### src/rtl/cdb_rr_mux.sv
// -----------------------------------------------------------------------------
// cdb_rr_mux
//
// Registered, round-robin arbitrated N-channel multiplexer for the common data
// bus. Each functional unit offers a valid/ready result stream. One result per
// cycle is selected, captured in a single output register and presented on the
// CDB with its tag and the index of the producing channel.
//
// Ports:
//   clk          core clock, all state updates on the rising edge
//   rst          synchronous, active-high reset
//   flush_i      pipeline flush, kills the registered result
//   in_valid_i   per-channel result valid
//   in_data_i    channel i data at [i*WIDTH +: WIDTH]
//   in_tag_i     channel i tag at [i*TAG_W +: TAG_W]
//   in_ready_o   per-channel accept, one-hot or zero
//   out_valid_o  CDB result valid
//   out_data_o   CDB result data
//   out_tag_o    CDB result tag
//   out_src_o    index of the channel that produced the current result
//   out_ready_i  CDB consumer accepts the current result
// -----------------------------------------------------------------------------
module cdb_rr_mux #(
    parameter int WIDTH = 32,
    parameter int TAG_W = 6,
    parameter int N_CH  = 4,
    // Derived; not meant to be overridden.
    parameter int SRC_W = (N_CH > 1) ? $clog2(N_CH) : 1
) (
    input  logic                   clk,
    input  logic                   rst,
    input  logic                   flush_i,
    input  logic [N_CH-1:0]        in_valid_i,
    input  logic [N_CH*WIDTH-1:0]  in_data_i,
    input  logic [N_CH*TAG_W-1:0]  in_tag_i,
    output logic [N_CH-1:0]        in_ready_o,
    output logic                   out_valid_o,
    output logic [WIDTH-1:0]       out_data_o,
    output logic [TAG_W-1:0]       out_tag_o,
    output logic [SRC_W-1:0]       out_src_o,
    input  logic                   out_ready_i
);

    logic [SRC_W-1:0] rr_ptr;
    logic [SRC_W-1:0] grant_idx;
    logic             grant_found;
    logic             load_en;
    logic [SRC_W:0]   scan_sum;
    logic [SRC_W-1:0] scan_idx;
    logic [SRC_W-1:0] next_ptr;

    // The output register can take a new result when it is empty or being
    // consumed this cycle. Reset is folded in so no producer is acked while
    // the register is being cleared.
    assign load_en = (!out_valid_o || out_ready_i) && !flush_i && !rst;

    // Rotating priority search: first valid channel at or after rr_ptr,
    // wrapping modulo N_CH. The sum is one bit wider so non-power-of-two
    // channel counts wrap correctly.
    always_comb begin
        // NOTE: every variable written here gets a default first; a path that
        // leaves one unassigned would infer a latch.
        grant_found = 1'b0;
        grant_idx   = '0;
        scan_sum    = '0;
        scan_idx    = '0;
        for (int k = 0; k < N_CH; k++) begin
            scan_sum = {1'b0, rr_ptr} + (SRC_W+1)'(k);
            if (scan_sum >= (SRC_W+1)'(N_CH))
                scan_sum = scan_sum - (SRC_W+1)'(N_CH);
            scan_idx = scan_sum[SRC_W-1:0];
            if (!grant_found && in_valid_i[scan_idx]) begin
                grant_found = 1'b1;
                grant_idx   = scan_idx;
            end
        end
    end

    always_comb begin
        in_ready_o = '0;
        if (grant_found && load_en)
            in_ready_o[grant_idx] = 1'b1;
    end

    assign next_ptr = (grant_idx == SRC_W'(N_CH - 1)) ? '0 : grant_idx + SRC_W'(1);

    // NOTE: state registers use non-blocking assignments so every flop samples
    // the pre-edge values regardless of statement order.
    always_ff @(posedge clk) begin
        if (rst) begin
            out_valid_o <= 1'b0;
            out_data_o  <= '0;
            out_tag_o   <= '0;
            out_src_o   <= '0;
            rr_ptr      <= '0;
        end else if (flush_i) begin
            out_valid_o <= 1'b0;
        end else if (load_en) begin
            if (grant_found) begin
                out_valid_o <= 1'b1;
                out_data_o  <= in_data_i[int'(grant_idx)*WIDTH +: WIDTH];
                out_tag_o   <= in_tag_i[int'(grant_idx)*TAG_W +: TAG_W];
                out_src_o   <= grant_idx;
                rr_ptr      <= next_ptr;
            end else begin
                // Drain without refill: payload holds, only valid drops.
                out_valid_o <= 1'b0;
            end
        end
    end

endmodule

### config.mk
export PLATFORM = sky130hd
export DESIGN_NAME = cdb_rr_mux
export DESIGN_NICKNAME = d
export VERILOG_FILES = /design/src/rtl/cdb_rr_mux.sv
export SDC_FILE = /design/constraint.sdc
export NUM_CORES = 1
export LEC_CHECK = 0
export CAP_MARGIN = 20
export CORE_AREA = 2 2 92 94
export CTS_BUF_LIST = sky130_fd_sc_hd__clkbuf_2
export CTS_CLUSTER_DIAMETER = 100
export DETAILED_ROUTE_END_ITERATION = 10
export DIE_AREA = 0 0 94 96
export PLACE_DENSITY = 0.87
export SETUP_SLACK_MARGIN = 0.05
export SKIP_CTS_REPAIR_TIMING = 1
export SYNTH_ARGS = -nofsm -noshare
export SYNTH_HDL_FRONTEND = slang
export SYNTH_SLANG_ARGS = --single-unit
### constraint.sdc
create_clock -name clk -period 2 [get_ports clk]
set_clock_uncertainty 0.05 [all_clocks]
set_input_delay 0.4 -clock clk [delete_from_list [all_inputs] [get_ports clk]]
set_output_delay 0.4 -clock clk [all_outputs]
set_load 0.02 [all_outputs]
==> results.json <==
{
  "grt_pass1_vias": 2850,
  "synth_nets": 417,
  "finalSetupTns_ns": -1.15,
  "ys_ff_latch": 43,
  "violations": "negative setup slack",
  "dp_hpwl_um": 7150,
  "worst-path-buf-inv": 3,
  "die_h_um": 96,
  "clock-sinks": 43,
  "fin_area_um2": 5200,
  "critical_path.top_delay_family": "compound AO/OA/AOI/OAI gates",
  "slowest_stage": "dfxtp_2",
  "wirelength_um": 9250,
  "dpl_cell_area_um2": 4990,
  "status": "finished with violations",
  "yosysMostFrequentCell": "mux2i_1",
  "crit_path_max_fanout": 4,
  "hold_viol": 0,
  "nNetsFinal": 627,
  "htreeDepth": 2,
  "num_rows": 33,
  "clockBufferDepth": 2,
  "synth_area_leaders": "dfxtp_1 31%, mux2i_1 28%, o221ai_2 19%",
  "grt-ovfl-total": 0,
  "setup_viol": 4,
  "synth_top_area_cell": "dfxtp_1",
  "synthesis.area_um2": 2800,
  "grt.total_usage": 0.184,
  "clock_insertion_delay_worst_skew_ns": 0.37,
  "crit_chain": "inv_2, a22o_1, a221o_2, inv_1, ha_1, and2_4, buf_6",
  "critPathMaxStageDelay_ns": 0.40,
  "dieArea_um2": 9020,
  "grt_max_degree": 41,
  "die_w_um": 94,
  "hp-class": "in -> reg",
  "drt-initial-drc-count": 60,
  "worst_pin_slew_ns": 0.470,
  "ios": 205,
  "viasPerCell": 4.90,
  "synth_edf_count": 0,
  "finalCriticalPeriod_ns": 2.33,
  "gp_congestion": 0.785,
  "end_kind": "output pin",
  "portBuffers": 204,
  "ys.flop_type": "dfxtp_1",
  "reg2reg_slack_ns": 0.10,
  "ys_types": 27,
  "p_per_area_nw_per_um2": 500,
  "finalMaxSlewViolations": 0,
  "ys_top_cells_by_count": "78 x mux2i_1, 43 x dfxtp_1, 39 x nand2_1, 36 x o221ai_2, 12 x buf_2",
  "antenna_found_initial": 0,
  "rsz0062_at_grt": "yes",
  "synth_top_area_share": 0.307,
  "period_share": 1.16,
  "drtAntennaViolNets": 0,
  "leakagePower_nw": 2.00,
  "cts_tree": "done",
  "cts_root_buf": "clkbuf_2",
  "drc": 0,
  "area_growth_pct": 85.5,
  "antennaDiodeCount": 0,
  "core-area_um2": 8050,
  "slew_headroom": 0.687,
  "maxCapViolations": 0,
  "clk_pin_slew_ns": 0.20,
  "initial_core_util": 0.348,
  "avgRoutedWirePerCell_um": 16.2,
  "fmax_ghz": 0.430,
  "drive_above_1_share": 0.197,
  "cts_buffers": 5,
  "vias": 2796,
  "worstPathRequired_ns": 1.55,
  "ir_drop_mv": 0.245,
  "synth_cells": 255,
  "avgSynthCellArea_um2": 11.0,
  "ys_async_sr_fraction": 0,
  "critPathArrivalTime_ns": 1.88,
  "timing.final.ws_setup_ns": -0.325,
  "path_class": "reg -> out",
  "start_kind": "flip-flop",
  "fillers": 665,
  "yosysWarnings": 0,
  "yosysSeqAreaShare": 0.307,
  "grt_first_pass_wirelength_um": 13200,
  "drt_pass1_iterations": 4
}
metal layers:
metal,part of all wire,global-route usage
met2,0.53,0.361
met5,0,0
met4,0.0092,0.0386
met1,0.37,0.189
met3,0.085,0.0619
flip-flops by register name, indices dropped and copies added (netlist names):
register     flops
out_tag_o        6
out_valid_o      1
out_data_o      32
out_src_o        2
rr_ptr           2
cells by family (layout without fill, tap and decap cells):
family          count (synthesis)  count (layout)  synth area share
compound gates                 50              50             0.236
fa+ha+maj                       2               2           0.00893
buf+inv                        30             241            0.0853
flops                          43              43             0.307
mux                            78              78             0.279
simple gates                   52              52            0.0844
layout by cell type (no fill, tap or decap), types with 2 or more instances in the layout:
cell type	synthesis	layout
clkdlybuf4s50_1	0	193
mux2i_1	78	72
dfxtp_1	43	42
nand2_1	39	39
o221ai_2	36	36
buf_4	2	14
clkbuf_2	0	7
dlymetal6s2s_1	0	7
inv_1	7	6
mux2i_2	0	4
buf_6	3	4
nand2b_1	3	3
a21oi_1	5	3
nor2_1	4	3
buf_12	5	3
a21oi_2	2	2
and2_4	0	2
a21oi_4	0	2
mux2i_4	0	2
clkbuf_16	0	2
buf_16	0	2
final timing paths:
path,start,end,cells after the start
max,rr_ptr[0],in_ready_o[3],7
min,in_valid_i[0],out_valid_o,3
max reg2reg,rr_ptr[0],out_data_o[30],8
min reg2reg,out_tag_o[3],out_tag_o[3],2
cell type report:
class,instances,area [um^2],share of cell area
repair buffers,226,2350,0.452
multi-input cells,182,1790,0.344
flip-flops and latches,43,862,0.166
well taps,105,131,0.0253
clock buffers,7,35.0,0.00674
inverters,7,26.3,0.00505
clock inverters,1,5.00,0.000962
through the flow:
stage / total power [mW] / worst slack (ns) / instances / hold slack (ns) / util
2_1_floorplan: 1.59 / 0.0103 / 255 / 0.412 / -
3_3_place_gp: 2.16 / -0.826 / 560 / 0.395 / 0.619
3_5_place_dp: 2.19 / -0.876 / 560 / 0.400 / 0.619
4_1_cts: 2.57 / -0.891 / 568 / 0.446 / 0.624
5_1_grt: 2.74 / -0.425 / 571 / 0.442 / 0.646
6_report: 2.60 / -0.325 / 571 / 0.433 / 0.646
worst register-to-register path, delay by kind of cell, from the launching register on:
kind | cells | cell delay [ns]
buffers and inverters | 4 | 0.55
and+or+nand+nor | 1 | 0.05
DFF | 1 | 0.40
AOI/OAI and AO/OA | 3 | 0.76
report_power, final:
group / total (mW) / internal [mW] / switching [mW]
logic: 1.24 / 0.721 / 0.518
registers: 0.995 / 0.947 / 0.0476
clock network: 0.366 / 0.0958 / 0.270
Power figures use the tool's default switching activity.
